--- src/rtl/red_pkg.sv ---
// Shared types and constant helpers for the serial lane-sum reducer.
// Build option RED_SAT_EN (used by red_seq_reducer) selects clamping over wrap-around narrowing.
package red_pkg;

    typedef enum logic [1:0] {
        ST_IDLE  = 2'd0,
        ST_ACCUM = 2'd1,
        ST_DONE  = 2'd2
    } red_state_e;

    // Accumulator width that cannot overflow when summing 2*lanes signed lanes.
    function automatic int acc_width(input int lane_w, input int lanes);
        return lane_w + $clog2(2 * lanes);
    endfunction

    function automatic int sat_max(input int res_w);
        return (1 << (res_w - 1)) - 1;
    endfunction

    function automatic int sat_min(input int res_w);
        return -(1 << (res_w - 1));
    endfunction

endpackage

--- src/rtl/red_lane_pair_add.sv ---
// Sign-extends one lane from each operand and adds both to the running accumulator.
// Purely combinational, single ACC_W-bit add.
module red_lane_pair_add #(
    parameter int LANE_W = 4,
    parameter int ACC_W  = 7
) (
    input  logic signed [ACC_W-1:0]  acc_i,
    input  logic        [LANE_W-1:0] lane_a_i,
    input  logic        [LANE_W-1:0] lane_b_i,
    output logic signed [ACC_W-1:0]  acc_o
);

    logic signed [ACC_W-1:0] ext_a;
    logic signed [ACC_W-1:0] ext_b;

    assign ext_a = {{(ACC_W-LANE_W){lane_a_i[LANE_W-1]}}, lane_a_i};
    assign ext_b = {{(ACC_W-LANE_W){lane_b_i[LANE_W-1]}}, lane_b_i};
    assign acc_o = acc_i + ext_a + ext_b;

endmodule

--- src/rtl/red_seq_reducer.sv ---
// Serial signed lane-sum reducer: one lane pair per cycle, result narrowed to RES_W and sign-extended.
// Build option RED_SAT_EN: clamp on out-of-range sums; otherwise wrap. Result held until out_ready.
module red_seq_reducer
    import red_pkg::*;
#(
    parameter int DATA_W = 16,
    parameter int LANE_W = 4,
    parameter int RES_W  = 6
) (
    input  logic              clk,
    input  logic              rst,
    input  logic              in_valid,
    output logic              in_ready,
    input  logic [DATA_W-1:0] a,
    input  logic [DATA_W-1:0] b,
    output logic              out_valid,
    input  logic              out_ready,
    output logic [DATA_W-1:0] sum,
    output logic              sat_flag
);

    localparam int LANES = DATA_W / LANE_W;
    localparam int ACC_W = acc_width(LANE_W, LANES);
    localparam int IDX_W = (LANES > 1) ? $clog2(LANES) : 1;

    red_state_e              state_q, state_d;
    logic [DATA_W-1:0]       a_q, a_d;
    logic [DATA_W-1:0]       b_q, b_d;
    logic signed [ACC_W-1:0] acc_q, acc_d;
    logic [IDX_W-1:0]        idx_q, idx_d;
    logic [DATA_W-1:0]       sum_q, sum_d;
    logic                    sat_q, sat_d;

    logic [LANE_W-1:0]       lane_a;
    logic [LANE_W-1:0]       lane_b;
    logic signed [ACC_W-1:0] acc_add;
    int                      acc_int;
    logic                    sat_now;
    logic signed [RES_W-1:0] res_narrow;
    logic                    last_lane;

    always_comb begin
        lane_a = '0;
        lane_b = '0;
        for (int i = 0; i < LANES; i++) begin
            if (idx_q == IDX_W'(i)) begin
                lane_a = a_q[i*LANE_W +: LANE_W];
                lane_b = b_q[i*LANE_W +: LANE_W];
            end
        end
    end

    red_lane_pair_add #(
        .LANE_W (LANE_W),
        .ACC_W  (ACC_W)
    ) u_add (
        .acc_i    (acc_q),
        .lane_a_i (lane_a),
        .lane_b_i (lane_b),
        .acc_o    (acc_add)
    );

    // Narrowing looks at the post-add value so the final lane is included.
    always_comb begin
        acc_int = int'(acc_add);
        sat_now = (acc_int > sat_max(RES_W)) || (acc_int < sat_min(RES_W));
`ifdef RED_SAT_EN
        if (sat_now) begin
            res_narrow = (acc_int > 0) ? RES_W'(sat_max(RES_W)) : RES_W'(sat_min(RES_W));
        end else begin
            res_narrow = RES_W'(acc_int);
        end
`else
        res_narrow = RES_W'(acc_int);
`endif
    end

    assign last_lane = (idx_q == IDX_W'(LANES - 1));

    always_comb begin
        state_d = state_q;
        a_d     = a_q;
        b_d     = b_q;
        acc_d   = acc_q;
        idx_d   = idx_q;
        sum_d   = sum_q;
        sat_d   = sat_q;
        case (state_q)
            ST_IDLE: begin
                if (in_valid) begin
                    a_d     = a;
                    b_d     = b;
                    acc_d   = '0;
                    idx_d   = '0;
                    state_d = ST_ACCUM;
                end
            end
            ST_ACCUM: begin
                acc_d = acc_add;
                idx_d = idx_q + 1'b1;
                if (last_lane) begin
                    idx_d   = '0;
                    sum_d   = DATA_W'(int'(res_narrow));
                    sat_d   = sat_now;
                    state_d = ST_DONE;
                end
            end
            ST_DONE: begin
                if (out_ready) begin
                    state_d = ST_IDLE;
                end
            end
            default: state_d = ST_IDLE;
        endcase
    end

    always_ff @(posedge clk or posedge rst) begin
        if (rst) begin
            state_q <= ST_IDLE;
            a_q     <= '0;
            b_q     <= '0;
            acc_q   <= '0;
            idx_q   <= '0;
            sum_q   <= '0;
            sat_q   <= 1'b0;
        end else begin
            state_q <= state_d;
            a_q     <= a_d;
            b_q     <= b_d;
            acc_q   <= acc_d;
            idx_q   <= idx_d;
            sum_q   <= sum_d;
            sat_q   <= sat_d;
        end
    end

    assign in_ready  = (state_q == ST_IDLE);
    assign out_valid = (state_q == ST_DONE);
    assign sum       = sum_q;
    assign sat_flag  = sat_q;

endmodule

--- config.mk ---
export PLATFORM = sky130hd
export DESIGN_NAME = red_seq_reducer
export DESIGN_NICKNAME = d
export VERILOG_FILES = /design/src/rtl/red_pkg.sv /design/src/rtl/red_lane_pair_add.sv /design/src/rtl/red_seq_reducer.sv
export SDC_FILE = /design/constraint.sdc
export NUM_CORES = 1
export LEC_CHECK = 0
export CELL_PAD_IN_SITES_DETAIL_PLACEMENT = 1
export CELL_PAD_IN_SITES_GLOBAL_PLACEMENT = 1
export CORE_MARGIN = 4
export CORE_UTILIZATION = 44
export DETAILED_ROUTE_END_ITERATION = 7
export HOLD_SLACK_MARGIN = 0.02
export PLACE_DENSITY = 0.95
export RECOVER_POWER = 25
export SLEW_MARGIN = 0
export SYNTH_ARGS = -nofsm -noshare
export SYNTH_HDL_FRONTEND = slang
export SYNTH_HIERARCHICAL = 1
export SYNTH_SLANG_ARGS = --single-unit
--- constraint.sdc ---
create_clock -name clk -period 6.2 [get_ports clk]
set_input_delay 1.24 -clock clk [delete_from_list [all_inputs] [get_ports clk]]
set_output_delay 1.24 -clock clk [all_outputs]
set_load 0.005 [all_outputs]
==> results of run 1 <==
routing by layer:
layer,vias up,track usage (%),routed length [µm]
met1,923,22.3,2700
met4,0,6.37,148
met2,57,36.6,3800
met3,13,3.50,309
li1,835,-,-
met5,-,0,0
flip-flops by register name, indices dropped and copies added, names as in the netlist:
name,flops
acc_q,7
sat_flag,1
b_q,16
idx_q,2
state_q,2
a_q,16
sum,6
cell usage after synthesis, types with 2 or more instances:
master	n	area, µm²
sky130_fd_sc_hd__a21o_1	2	15.0
sky130_fd_sc_hd__a21oi_1	5	25.0
sky130_fd_sc_hd__a221oi_1	4	35.0
sky130_fd_sc_hd__a22oi_1	7	52.6
sky130_fd_sc_hd__buf_12	2	40.0
sky130_fd_sc_hd__buf_2	4	20.0
sky130_fd_sc_hd__buf_4	11	82.6
sky130_fd_sc_hd__dfrtp_1	50	1250
sky130_fd_sc_hd__fa_1	7	140
sky130_fd_sc_hd__ha_1	9	113
sky130_fd_sc_hd__inv_1	14	52.6
sky130_fd_sc_hd__mux2_2	12	135
sky130_fd_sc_hd__mux2_4	22	330
sky130_fd_sc_hd__nand2_1	21	78.8
sky130_fd_sc_hd__nand2b_1	2	12.5
sky130_fd_sc_hd__nor2_1	2	7.51
sky130_fd_sc_hd__nor3b_1	4	30.0
sky130_fd_sc_hd__o21ai_0	15	75.1
sky130_fd_sc_hd__o22ai_1	3	18.8
sky130_fd_sc_hd__xnor2_1	6	52.6
sky130_fd_sc_hd__xor2_1	2	17.5
worst paths after layout:
check / to / slack, ns / depth (start not counted)
min in group asynchronous: b_q[14] / 1.98 / 2
worst max-delay path: sat_flag / 1.88 / 13
worst min-delay path: sum[2] / 0.51 / 1
worst min register to register: sum[2] / 0.51 / 1
worst max register to register: sat_flag / 1.88 / 13
max in group asynchronous: a_q[15] / 3.13 / 2
kinds of logic (layout without fill, tap and decap cells):
kind of cell,after synthesis,count (layout),synth area share (%)
adder cells (fa/ha/maj),16,16,9.22
AND/OR/NAND/NOR,37,37,7.30
multiplexers,34,34,17.0
flip-flops,50,50,45.6
XOR/XNOR,8,8,2.55
AO/OA/AOI/OAI,43,43,10.3
buffers and inverters,33,77,8.07
cell type report:
type | count | area (µm²)
clock buffers | 5 | 68.8
fillers | 613 | 2660
inverters | 14 | 52.6
repair buffers | 55 | 548
multi-input cells | 138 | 1280
flip-flops and latches | 50 | 1250
well taps | 75 | 93.8
clock inverters | 3 | 40.0
metrics by stage:
step	worst slack [ns]	std cells	utilization, %	cell area (µm²)
2_1_floorplan	2.84	221	-	2740
3_3_place_gp	2.53	332	53.8	3220
3_5_place_dp	2.02	332	53.8	3220
4_1_cts	1.93	340	55.6	3330
5_1_grt	1.59	340	55.6	3330
6_report	1.88	340	55.6	3330
==> impl_summary.md, run 1 <==
STA
The setup-violating endpoint count in the final report is 0. At the pin with the least slew margin, the transition time is 1.87 ns. Clock skew on the completed layout was measured at 0.0126 ns. The worst slew margin relative to its limit is -25.0%.

The sum of negative setup slack is 0 ns. Setup repair after global routing left no endpoint under its margin. The final max-slew violation count is 51. The final critical path takes up between 60% and 70% of the cycle. The worst hold margin is a little over 0.5 ns. The time the worst path needs with I/O delays and setup is 4.32 ns.

The highest clock frequency the design can meet is around 230 MHz. The total count of hold-check failures in the final report is 0.

Final layout
Of the cells placed in the final design, the portion with a size suffix greater than 1 is 18.9%. The number of antenna diodes in the final layout is 0. Relative to the synthesized area, the layout overhead comes to 21.4%. In the layout the commonest cells are sky130_fd_sc_hd__clkdlybuf4s50_1, sky130_fd_sc_hd__dfrtp_1, sky130_fd_sc_hd__mux2_4, sky130_fd_sc_hd__nand2_1, sky130_fd_sc_hd__o21ai_0.

The leading cell type in the layout, fill and taps excluded is sky130_fd_sc_hd__clkdlybuf4s50_1. The final net count is about 320.

Drt
For this block, the initial DRC count from the detailed router was between 90 and 100. The iteration count of the initial detailed-routing pass is 4. After detailed routing, the number of remaining DRC violations is 0. The remaining antenna violation count is 0.

In the routed layout, each cell is associated on average with a via count of 5.38. The sum of routed wire length over all layers is 6960 µm. The wire length per cell is 20.5 µm.

Across all layers, the routed design uses 1828 vias.

Global route
The overall fraction of global-route tracks in use is 19.6%. The overall overflow remaining after global route is 0. The number of global-route vias before repair is about 2100. The first-pass GRT wire length is 11200 µm. The pin count of the biggest net entering global routing is 51. The initial antenna violation count came to 0.

Clocking
No sink is reached through more buffers than the 2 on the longest clock path. The post-CTS setup buffer count is 0. Clock latency on the worst-skew pair, taken at its later pin, is 0.31 ns.

The CTS tree is yes. The clock drives 50 sinks. The number of gates resized after CTS was 0.

The number of H-tree levels is 2. The clock transition time at the flip-flop clock pins of the worst setup and hold paths is 0.09 ns. TritonCTS created 5 clock buffers. The cts-stage hold buffer count is 0. CTS placed an instance of sky130_fd_sc_hd__clkbuf_8 at the clock tree root.

Critical path
The maximum fanout count along the critical path is 10. The category of the most critical setup path is reg -> reg. In this run the critical register-to-register path is launched from idx_q[1]. The worst setup path is launched from a flop. The data required time of the critical path is 6.37 ns. The signal arrival time at the worst endpoint is 4.49 ns. The worst setup path is captured at a flop. The critical path goes through inv_1 > ha_1 > nor2b_1 > a22oi_1 > a221oi_1 > fa_1 > ha_1 > o21ai_0 > o21bai_1 > a21oi_2 > xnor2_1 > xnor2_1 > o21ai_0. For this run, the slowest stage of the critical path takes 0.81 ns. Among all stages on the critical path, the largest delay is contributed by sky130_fd_sc_hd__a221oi_1. The family of cells with the greatest summed delay on the critical path is compound AO/OA/AOI/OAI gates. The launching element of the worst setup path is idx_q[1]. The sum of buffers and inverters on the critical path is 1.

Floorplan
The die covers 7560 µm². The die span in x is 87.0 µm. The area of the core is around 6000 µm². The top-level port count is 55. The initial standard-cell utilization of the core is a little under half. The standard-cell row count is 28. From bottom edge to top edge, the die measures 87.0 µm.

Synthesis
The async set-reset flop share out of synthesis is 100%. The synthesized design contains 0 enable-type register cells. The count of yosys warnings during synthesis is 6.

In the synthesized netlist, the number of instances is 221. The summed instance area of the synthesized netlist is 2740 µm². The post-synthesis net count is 273. The most frequently used flop master after synthesis is sky130_fd_sc_hd__dfrtp_1.

The part of the Yosys area used for sequential elements is a little under half. The mean instance size in the synthesized netlist is roughly 12 µm². The distinct cell type count after synthesis is 38. The synthesized flop and latch total is 50.

Place
The sum of net half-perimeters after detailed placement is between 5000 and 6000 µm. The congestion estimate from routability-driven global placement came to 0.781. In this run the tool buffered the top-level ports with 54 buffer cells.

Status
The run finished, with violations left. The final reports fail on max-capacitance violations, max-slew violations.

Hold path
The path class of the tightest hold or removal check is reg -> reg. The worst hold path begins at sum[2].

Flow run
The max capacitance violation total is 1.
Power of run 1 is left out: the tool's default activity adds up to more than one toggle a clock period on the data nets, which glitch-free logic cannot reach.
==> run 2: changes to the inputs <==
--- a/config.mk
+++ b/config.mk
@@ -8,10 +8,10 @@
 export CELL_PAD_IN_SITES_DETAIL_PLACEMENT = 1
 export CELL_PAD_IN_SITES_GLOBAL_PLACEMENT = 1
 export CORE_MARGIN = 4
-export CORE_UTILIZATION = 44
+export CORE_UTILIZATION = 37
 export DETAILED_ROUTE_END_ITERATION = 7
 export HOLD_SLACK_MARGIN = 0.02
-export PLACE_DENSITY = 0.95
+export PLACE_DENSITY = 0.87
 export RECOVER_POWER = 25
 export SLEW_MARGIN = 0
 export SYNTH_ARGS = -nofsm -noshare
==> constraint.sdc (replaced) <==
create_clock -name clk -period 3.6 [get_ports clk]
set_input_delay 0.72 -clock clk [delete_from_list [all_inputs] [get_ports clk]]
set_output_delay 0.72 -clock clk [all_outputs]
set_load 0.005 [all_outputs]
==> run 2 against run 1 <==
Effect of this change:
- the flow still finishes with violations (max-capacitance violations, max-slew violations)
- fmax increased by 26%
- clock skew fell by 0.0084 ns
- register-to-register slack worse by 1.7 ns
- utilization fell by 8.0 points
- count of clock-buffer cells in the layout stayed put
- via count down 1.1%
- global-route usage fell by 4.6 points
- non-clock buffer count is 3 higher
- setup slack worse by 1.7 ns
- final cell count is 7.6% higher
- routed wire length down 9.6%
- critical path depth grew 1
==> impl_summary.md, run 2 (synthesis gave the netlist of run 1 again) <==
Status
The flow ran to the end, but the final reports show violations. The final reports fail on max-capacitance violations, max-slew violations.

Place
The number of placed cells counting well taps is 358 (+7.8%). The sum of net half-perimeters after detailed placement is 4600 µm (-9.3%). The weighted congestion at the end of routability-driven global placement was 0.808 (+3.4%). The number of buffers inserted by port buffering came to 54 (unchanged). The post-placement worst setup slack is -0.0192 ns (-2.04 ns).

Floorplan
The die span in x is 94.1 µm (+8.2%). The initial standard-cell utilization of the core is 38.0% (-7.8 points). The top-level port count is 55 (unchanged).

The area of the core was 7210 µm² (+20%). The area of the die came to 8850 µm² (+17%). The height of the die is 94.1 µm (+8.2%).

The standard-cell row count is 31 (+11%).

Global route
The first-pass GRT wire length is 10300 µm (-8.0%). The number of global-route vias before repair was 1971 (-7.7%). The overall overflow remaining after global route was 0 (unchanged). The pin count of the biggest net entering global routing was 51 (unchanged).

The initial antenna violation count is 0 (unchanged). The overall fraction of global-route tracks in use was 15.0% (-4.6 points).

STA
The worst slew margin relative to its limit is -22.9% (+2.1 points). The final max-slew violation count is 51 (unchanged). The minimum setup slack in the final design came to 0.160 ns (-1.72 ns). The highest clock frequency the design can meet was 291 MHz (+26%). The time the worst path needs with I/O delays and setup is 3.44 ns (-0.878 ns). The transition time at the pin with the least slew margin is 1.84 ns (-0.0317 ns). The setup-violating endpoint count in the final report is 0 (unchanged). The final clock skew is 0.00424 ns (-0.00840 ns). The total count of hold-check failures in the final report came to 0 (unchanged).

The share of the clock period used by the worst path was 95.6% (+26 points).

Clocking
The maximum clock path buffer count is 2 (unchanged). The clock transition time at the flip-flop clock pins of the worst setup and hold paths is 0.08 ns (about the same). The later-pin clock latency in the skew report was 0.29 ns (-0.02 ns). The cell sitting at the root of the clock tree is a sky130_fd_sc_hd__clkbuf_8. The number of H-tree levels is 2 (unchanged). TritonCTS built the clock tree. The total number of clock tree sinks came to 50 (unchanged). The cts-stage hold buffer count is 0 (unchanged). The total CTS buffers is 5 (unchanged).

Critical path
The depth of the most critical reg-to-reg path came to 14 (+1). The cell with the largest stage delay on the worst path is sky130_fd_sc_hd__dfrtp_2. The category of the most critical setup path is reg -> reg. The data required time of the critical path came to 3.77 ns (-2.60 ns). The signal on the critical path passes through inv_2 > ha_1 > nor2b_1 > buf_4 > a22oi_1 > a21oi_2 > fa_1 > ha_1 > fa_1 > a21o_1 > a21oi_2 > xnor2_2 > xnor2_1 > o21ai_0. STA classifies the critical path startpoint as a flop. The worst setup path is captured at a flop. The signal arrival time at the worst endpoint is 3.61 ns (-0.88 ns).

The worst setup slack for register-to-register paths was 0.16 ns (-1.72 ns). The maximum fanout count along the critical path is 6 (-4). The worst register-to-register path ends at sat_flag. The endpoint of the worst setup timing path is sat_flag. In this run the critical register-to-register path is launched from idx_q[0]. The delay contributed by the slowest stage of the critical path was 0.47 ns (-0.34 ns). The total stage count of the critical path was 14 (+1). The family of cells with the greatest summed delay on the critical path is adder cells.

The sum of buffers and inverters on the critical path came to 2 (+1). The critical path starts at idx_q[0].

Final layout
In the layout the commonest cells are sky130_fd_sc_hd__clkdlybuf4s50_1, sky130_fd_sc_hd__dfrtp_1, sky130_fd_sc_hd__mux2_4, sky130_fd_sc_hd__nand2_1, sky130_fd_sc_hd__o21ai_0. The area overhead of the layout relative to synthesis is 25.1%. The share of cells above drive strength 1 was 24.7% (+5.9 points).

The post-layout instance count excluding filler cells was 366 (+7.6%). The final net count came to 319 (+0.95%). The largest registers in the layout are a_q: 16 flops, b_q: 16 flops, acc_q: 7 flops. The antenna diode count was 0 (unchanged).

Leaving out fill and tap cells, the most frequent cell in the layout is sky130_fd_sc_hd__clkdlybuf4s50_1. The final design utilization was 47.6% (-8.0 points).

Flow run
The max capacitance violation total came to 1 (unchanged).

Drt
The iteration count of the initial detailed-routing pass is 4 (unchanged). The wire length on met3 is 257 µm (-17%). The via count normalized by instance count is 4.94 (-8.1%).

The total routed wire length on the met1 layer came to 2780 µm (+2.7%). The detailed route wirelength on metal2 is 3170 µm (-17%). The remaining antenna violation count is 0 (unchanged). The total DRC errors in the routed layout was 0 (unchanged). The number of DRC markers in iteration 0 is 74 (-24%). The sum of routed wire length over all layers was 6290 µm (-9.6%). The wire length per cell is 17.2 µm (-16%). Routed signal wires occupy layers up through met4. The number of vias after detailed routing is 1808 (-1.1%).

Hold path
The tightest min-delay check is of the reg -> reg type.
-- run 2: changes by cell type in the layout (fill, tap and decap cells not counted), sizes merged --
cell           change
dlygate4sd3        -1
buf                +3
clkdlybuf4s50      +1
bufinv             -1
-- run 2: worst min-delay path by stage --
stage / cells past startpoint / start / to
6_report: 1 / sum[1] / sum[1]
5_1_grt: 2 / sat_flag / sat_flag
4_1_cts: 1 / sum[1] / sum[1]
3_5_place_dp: 2 / sat_flag / sat_flag
3_3_place_gp: 1 / a_q[8] / a_q[8]
2_1_floorplan: 2 / sat_flag / sat_flag
-- run 2: what timing repair did --
action                                  CTS  global route
endpoints found under the setup margin    1             4
buffers inserted                          0             1
resized for setup                         4            14
hold endpoints to repair                  0             0
-- run 2: area by class of cell --
class | instances | area (µm²)
Clock buffer | 5 | 68.8
Fill cell | 772 | 3780
Timing Repair Buffer | 58 | 571
Multi-Input combinational cell | 138 | 1350
Clock inverter | 2 | 10.0
Tap cell | 99 | 124
Sequential cell | 50 | 1250
Inverter | 14 | 52.6
-- run 2: per-layer routing --
layer | track usage, % | vias up
met5 | 0 | -
met3 | 2.96 | 8
met4 | 4.45 | 0
li1 | - | 842
met1 | 19.2 | 916
met2 | 25.5 | 42
-- run 2: stage by stage --
stage / hold WS, ns / TNS, ns / cell area [µm²]
after detailed placement: 0.491 / -0.0192 / 3270
after global routing: 0.534 / -0.0164 / 3430
final: 0.512 / 0 / 3430
after CTS: 0.516 / 0 / 3360
after floorplan: 0.473 / 0 / 2740
after global placement: 0.491 / 0 / 3270
Power of run 2 is left out for the same reason.
==> run 3: changes to the inputs <==
--- a/config.mk
+++ b/config.mk
@@ -13,6 +13,7 @@
 export HOLD_SLACK_MARGIN = 0.02
 export PLACE_DENSITY = 0.87
 export RECOVER_POWER = 25
+export SKIP_LAST_GASP = 1
 export SLEW_MARGIN = 0
 export SYNTH_ARGS = -nofsm -noshare
 export SYNTH_HDL_FRONTEND = slang
==> results of run 3 <==
No change in the layout: final DEF, timing and power equal those of run 2.
Power of run 3 is left out for the same reason.
